### src/rtl/fetch_unit_if.sv
// rtl/fetch_unit_if.sv - instruction-memory request/response and decoder handshake bundle
interface fetch_unit_if #(
    parameter int XLEN = 32
) ();
    logic            imem_req_valid;
    logic            imem_req_ready;
    logic [XLEN-1:0] imem_req_addr;
    logic            imem_rsp_valid;
    logic [31:0]     imem_rsp_data;
    logic            inst_valid;
    logic            inst_ready;
    logic [31:0]     instruction;
    logic [XLEN-1:0] inst_pc;

    modport master (
        output imem_req_valid, imem_req_addr, inst_valid, instruction, inst_pc,
        input  imem_req_ready, imem_rsp_valid, imem_rsp_data, inst_ready
    );

    modport slave (
        input  imem_req_valid, imem_req_addr, inst_valid, instruction, inst_pc,
        output imem_req_ready, imem_rsp_valid, imem_rsp_data, inst_ready
    );
endinterface

### src/rtl/fetch_unit.sv
// rtl/fetch_unit.sv - in-order instruction fetch with credit-limited prefetch FIFO and redirect flush
module fetch_unit #(
    parameter int              XLEN           = 32,
    parameter logic [XLEN-1:0] RST_PC_ADDRESS = '0,
    parameter int              DEPTH          = 4
) (
    input  logic            clk,
    input  logic            rst_n,
    input  logic            j,
    input  logic [XLEN-1:0] jump_pc,
    fetch_unit_if.master    bus,
    output logic            fetch_fault,
    output logic [XLEN-1:0] fault_pc
);
    localparam int              AW      = $clog2(DEPTH);
    localparam int              CW      = AW + 1;
    localparam logic [CW:0]     DEPTH_W = (CW + 1)'(DEPTH);
    localparam logic [CW-1:0]   FULL_C  = CW'(DEPTH);
    localparam logic [CW-1:0]   ONE_C   = CW'(1);
    localparam logic [AW-1:0]   ONE_P   = AW'(1);
    localparam logic [XLEN-1:0] STEP    = XLEN'(4);

    typedef enum logic {FETCH, FAULT} state_t;

    state_t          state;
    logic [XLEN-1:0] fetch_pc;
    logic [XLEN-1:0] rsp_pc;
    logic [AW-1:0]   rd_ptr;
    logic [AW-1:0]   wr_ptr;
    logic [CW-1:0]   count;
    logic [CW-1:0]   outstanding;
    logic [CW-1:0]   drop;
    logic [31:0]     fifo_data [DEPTH];
    logic [XLEN-1:0] fifo_pc   [DEPTH];
    logic [CW:0]     in_use;
    logic            req_fire;
    logic            rsp;
    logic            push;
    logic            pop;

    // Credit covers buffered plus in-flight words, so a returning word always has a slot.
    assign in_use             = {1'b0, count} + {1'b0, outstanding};
    assign bus.imem_req_valid = rst_n && (state == FETCH) && !j && (in_use < DEPTH_W);
    assign bus.imem_req_addr  = fetch_pc;
    assign bus.inst_valid     = (count != '0);
    assign bus.instruction    = fifo_data[rd_ptr];
    assign bus.inst_pc        = fifo_pc[rd_ptr];

    assign req_fire = bus.imem_req_valid && bus.imem_req_ready;
    assign rsp      = bus.imem_rsp_valid;
    assign push     = rsp && !j && (drop == '0);
    assign pop      = bus.inst_valid && bus.inst_ready && !j;

    always_ff @(posedge clk) begin
        if (push) begin
            fifo_data[wr_ptr] <= bus.imem_rsp_data;
            fifo_pc[wr_ptr]   <= rsp_pc;
        end
    end

    always_ff @(posedge clk or negedge rst_n) begin
        if (!rst_n) begin
            state       <= FETCH;
            fetch_pc    <= RST_PC_ADDRESS;
            rsp_pc      <= RST_PC_ADDRESS;
            rd_ptr      <= '0;
            wr_ptr      <= '0;
            count       <= '0;
            outstanding <= '0;
            drop        <= '0;
            fetch_fault <= 1'b0;
            fault_pc    <= '0;
        end else if (j) begin
            // Everything still in flight after this edge belongs to the old path.
            rd_ptr      <= '0;
            wr_ptr      <= '0;
            count       <= '0;
            drop        <= outstanding - CW'(rsp);
            outstanding <= outstanding - CW'(rsp);
            fetch_pc    <= jump_pc;
            rsp_pc      <= jump_pc;
            if (jump_pc[1:0] != 2'b00) begin
                state       <= FAULT;
                fetch_fault <= 1'b1;
                fault_pc    <= jump_pc;
            end else begin
                state       <= FETCH;
                fetch_fault <= 1'b0;
            end
        end else begin
            outstanding <= outstanding + CW'(req_fire) - CW'(rsp);
            if (req_fire) begin
                fetch_pc <= fetch_pc + STEP;
            end
            if (rsp) begin
                if (drop != '0) begin
                    drop <= drop - ONE_C;
                end else begin
                    rsp_pc <= rsp_pc + STEP;
                end
            end
            if (push) begin
                wr_ptr <= wr_ptr + ONE_P;
            end
            if (pop) begin
                rd_ptr <= rd_ptr + ONE_P;
            end
            count <= count + CW'(push) - CW'(pop);
        end
    end

    assert property (@(posedge clk) disable iff (!rst_n) !(push && !pop && (count == FULL_C)));
endmodule

### src/flat_wrapper.sv
// flat-port wrapper written by rule: the top's interface ports become plain ports
module fetch_unit_flat 
#(
    parameter int              XLEN           = 32,
    parameter logic [XLEN-1:0] RST_PC_ADDRESS = '0,
    parameter int              DEPTH          = 4
)
  (clk, rst_n, j, jump_pc, fetch_fault, fault_pc, bus_imem_req_valid, bus_imem_req_addr, bus_inst_valid, bus_instruction, bus_inst_pc, bus_imem_req_ready, bus_imem_rsp_valid, bus_imem_rsp_data, bus_inst_ready);
  fetch_unit_if #(.XLEN(XLEN)) bus_i ();
  input  logic clk;
  input  logic rst_n;
  input  logic j;
  input  logic [XLEN-1:0] jump_pc;
  output logic fetch_fault;
  output logic [XLEN-1:0] fault_pc;
  output wire logic [$bits(bus_i.imem_req_valid)-1:0] bus_imem_req_valid;
  output wire logic [$bits(bus_i.imem_req_addr)-1:0] bus_imem_req_addr;
  output wire logic [$bits(bus_i.inst_valid)-1:0] bus_inst_valid;
  output wire logic [$bits(bus_i.instruction)-1:0] bus_instruction;
  output wire logic [$bits(bus_i.inst_pc)-1:0] bus_inst_pc;
  input wire logic [$bits(bus_i.imem_req_ready)-1:0] bus_imem_req_ready;
  input wire logic [$bits(bus_i.imem_rsp_valid)-1:0] bus_imem_rsp_valid;
  input wire logic [$bits(bus_i.imem_rsp_data)-1:0] bus_imem_rsp_data;
  input wire logic [$bits(bus_i.inst_ready)-1:0] bus_inst_ready;
  assign bus_imem_req_valid = bus_i.imem_req_valid;
  assign bus_imem_req_addr = bus_i.imem_req_addr;
  assign bus_inst_valid = bus_i.inst_valid;
  assign bus_instruction = bus_i.instruction;
  assign bus_inst_pc = bus_i.inst_pc;
  assign bus_i.imem_req_ready = bus_imem_req_ready;
  assign bus_i.imem_rsp_valid = bus_imem_rsp_valid;
  assign bus_i.imem_rsp_data = bus_imem_rsp_data;
  assign bus_i.inst_ready = bus_inst_ready;
  fetch_unit #(.XLEN(XLEN), .RST_PC_ADDRESS(RST_PC_ADDRESS), .DEPTH(DEPTH)) u_core (.clk(clk), .rst_n(rst_n), .j(j), .jump_pc(jump_pc), .bus(bus_i), .fetch_fault(fetch_fault), .fault_pc(fault_pc));
endmodule
### config.mk
export PLATFORM = sky130hd
export DESIGN_NAME = fetch_unit_flat
export DESIGN_NICKNAME = d
export VERILOG_FILES = /design/src/rtl/fetch_unit_if.sv /design/src/rtl/fetch_unit.sv /design/src/flat_wrapper.sv
export SDC_FILE = /design/constraint.sdc
export NUM_CORES = 1
export LEC_CHECK = 0
export BUFFER_PORTS_ARGS = -buffer_cell sky130_fd_sc_hd__buf_2
export CORE_UTILIZATION = 40
export DETAILED_ROUTE_END_ITERATION = 10
export PLACE_DENSITY = 0.65
export SYNTH_ARGS = -nofsm -noshare
export SYNTH_HDL_FRONTEND = slang
export SYNTH_SLANG_ARGS = --single-unit
### constraint.sdc
create_clock -name clk -period 7.8 [get_ports clk]
set_input_delay 1.56 -clock clk [delete_from_list [all_inputs] [get_ports clk]]
set_output_delay 1.56 -clock clk [all_outputs]
set_load 0.05 [all_outputs]
==> results.md <==
- Buffer depth of the longest clock path: 3
- Number of gates resized after cts: 0
- Die area: 38060 µm²
- Max Transition Viols Final: 0
- Crit path from: u_core.rd_ptr[0]$_DFFE_PN0P_
- Clk Latency, worst-skew pair: 0.53 ns
- CTS Buf Count: 39
- Period utilization: 0.5803
- Root Driver: clkbuf_16
- Fillers: around 3200
- Reg2reg end: u_core.outstanding[2]$_DFF_PN0_
- Least-Margin Pin Slew: 1.056 ns
- Via density: 5.308
- Worst R2R Path Depth: 9
- WS Path Type: reg2out
- Peak VDD IR: 0.1829 mV
- IO buf count: 200
- Synth unique cells: 54
- HP Class: reg2reg
- Setup repair after global routing missed its margin: no
- Diodes inserted: 0
- Synth Cell Area: 14910 µm²
- Hold Path Depth: 2
- Design area: approximately 18000 µm²
- Critical Path Source Type: flip-flop
- Min cycle time layout: 4.526 ns
- GPL Wtd Cong: 0.8383
- Area leader, netlist: edfxtp_1
- Main synth FF type: edfxtp_1
- EDFF count, synth: 256
- Remaining global-route overflow: 0
- R2R Setup Slk: 4.37 ns
- Fmax: 220.9 MHz
- CTS tree: built
- DRT Wirelength: 32050 µm
- H-Tree Depth: 2
- Total track usage: 0.1703
- Synthesis Warnings: 0
- Area delta synth->final: 18.59%
- Crit path DAT: 2.97 ns
- I/O pin count: 201
- CTS Hold Buffers Added: 0
- Post-synth top area share: 0.5155
- Final setup violation count: 0
- Origin of the worst min-delay path: u_core.fault_pc[1]$_DFFE_PN0P_
- Clock tree sinks: between 300 and 400
- Worst R2R Start: u_core.outstanding[2]$_DFF_PN0_
- Fin Setup TNS: 0 ns
- Post-DP HPWL: ~20000 µm
- Asr flop ratio synth: 0.3005
- Clock skew: roughly 0.013 ns
- Cells after Synth: around 910
- Die X: about 200 µm
- Crit path capture type: primary output
- Worst min-delay path endpoint: u_core.fault_pc[1]$_DFFE_PN0P_
- Initial core utilization: 0.4073
- Nets: 1205
- MaxCap Viol Count: 0
- Pwr dens: 309.5 nW/µm²
- Area of the core: 36610 µm²
- Register bit total from synthesis: 366
- Iteration-0 DRC Markers: 509
- Wire per inst: 19.84 µm
- Power after layout: ~5.5 mW
- CTS clock-pin slew for the worst setup and hold paths: 0.06 ns
- Initial antenna violation count: 0
- Pin count of the biggest net entering global routing: 66
- Top post-synthesis cells by area: edfxtp_1 (52%), dfrtp_1 (18%), mux4_2 (9.7%)
- Syn avg cell area: 16.42 µm²
- ANT nets after route: 0
- Post-DP Area: 16420 µm²
- First-pass GRT wire length: just over 50000 µm
- Via count: 8572
- Layout cells sized above 1: 0.3304
- DRC Markers: 0
- Slew Limit Headroom: 0.2957
- Pleak: 6.501 nW
- Initial DRT Pass Iterations: 5
- Dpl ws: 2.862 ns
- Req. time, crit path: between 6 and 7 ns
- Final Hold Viols: 0
- Syn Nets: around 1000
- Max Fanout on Critical Path: 36
- Status: complete, no violations
- Final setup margin: 3.274 ns
- Final hold slack: 0.4775 ns
- Post-CTS setup buffers: 0
- Row count: 70
- Sequential area share after synthesis: 0.7001
- Vias in the first global route: approximately 8800
- Die Span Y: between 150 and 200 µm
-- layer usage --
layer  track usage  share of wire
met1        0.2425           0.46
met2        0.2599           0.45
met3       0.04128          0.069
met4       0.04929          0.019
met5             0              0
-- worst max-delay path, stage by stage (launching register included) --
cell and delay, ns:
dfrtp_4 0.91, buf_4 0.65, mux4_2 0.59, buf_2 0.23
-- kinds of logic after synthesis --
group | synth area share
adder cells (fa/ha/maj) | 0.01611
multiplexers | 0.1217
AND/OR/NAND/NOR | 0.08173
AO/OA/AOI/OAI | 0.04053
flip-flops | 0.7001
XOR/XNOR | 0.02232
buffers and inverters | 0.01745
-- sequential cells by signal, summed over array words and instances (netlist names) --
name                      flops
u_core.bus.imem_req_addr     32
u_core.count                  3
u_core.drop                   3
u_core.fault_pc              32
u_core.fetch_fault            1
u_core.fifo_data            128
u_core.fifo_pc              128
u_core.outstanding            3
u_core.rd_ptr                 2
u_core.rsp_pc                32
u_core.wr_ptr                 2
-- cell usage after synthesis (9+ instances only) --
cell type and instances:
edfxtp_1 256, dfrtp_1 110, nand2_1 80, mux4_2 64, o21ai_0 41, nand3_1 37, nor2_1 31, mux2_2 30
inv_1 26, xor2_1 26, clkbuf_1 23, ha_1 16, nand4_1 16, o21ai_1 16, nor3_1 12, xnor2_1 12
buf_2 10, o311ai_1 10, a21oi_1 9, and3_1 9
-- worst max-delay path by stage --
stage	end	slack [ns]	cells past startpoint
after detailed placement	u_core.outstanding[2]$_DFF_PN0_	2.86	9
final	bus_instruction[27]	3.27	3
after global routing	u_core.bus.imem_req_addr[10]$_DFFE_PN0P_	3.02	8
after global placement	u_core.outstanding[2]$_DFF_PN0_	2.90	9
after floorplan	u_core.fifo_data[0][0]$_DFFE_PP_	3.69	4
after CTS	bus_instruction[28]	3.15	3
-- stage by stage --
stage | utilization | cells
floorplan | - | 908
global placement | 0.4486 | 1544
detailed placement | 0.4486 | 1544
CTS | 0.4830 | 1615
global route | 0.4830 | 1615
finish | 0.4830 | 1615
-- cell usage in the layout, fill, tap and decap left out, drive strengths merged, types with 3 or more instances in the layout --
cell | netlist | final
buf | 16 | 207
o311ai | 12 | 12
xor2 | 26 | 26
ha | 16 | 16
a21oi | 9 | 9
or4 | 4 | 4
nor2 | 31 | 31
o21ai | 57 | 57
clkinv | 0 | 14
mux4 | 64 | 64
nand4 | 19 | 19
mux2 | 32 | 32
and3 | 9 | 9
clkbuf | 23 | 52
nor4 | 7 | 7
nand3 | 39 | 39
nand3b | 3 | 3
dfrtp | 110 | 110
inv | 27 | 28
nor3 | 12 | 12
bufinv | 0 | 3
nand2 | 82 | 82
o211ai | 8 | 8
nor2b | 3 | 3
a31oi | 7 | 7
or3 | 3 | 3
xnor2 | 12 | 12
edfxtp | 256 | 256
and2 | 4 | 4
-- where the power goes --
group | internal (mW) | leakage [nW] | switching, mW
clock | 1.07 | 0.613 | 0.741
combinational | 0.409 | 2.26 | 0.883
sequential | 2.21 | 3.63 | 0.151
-- final cells by class --
type / instances / area, µm² / area share
clock buffer: 52 / 1077 / 0.06092
timing repair buffer: 207 / 1056 / 0.05972
sequential: 366 / 10450 / 0.5907
inverter: 27 / 101.3 / 0.005731
clock inverter: 19 / 182.7 / 0.01033
tap: 468 / 585.6 / 0.03311
multi-input combinational: 476 / 4235 / 0.2395
Power figures use the tool's default switching activity.
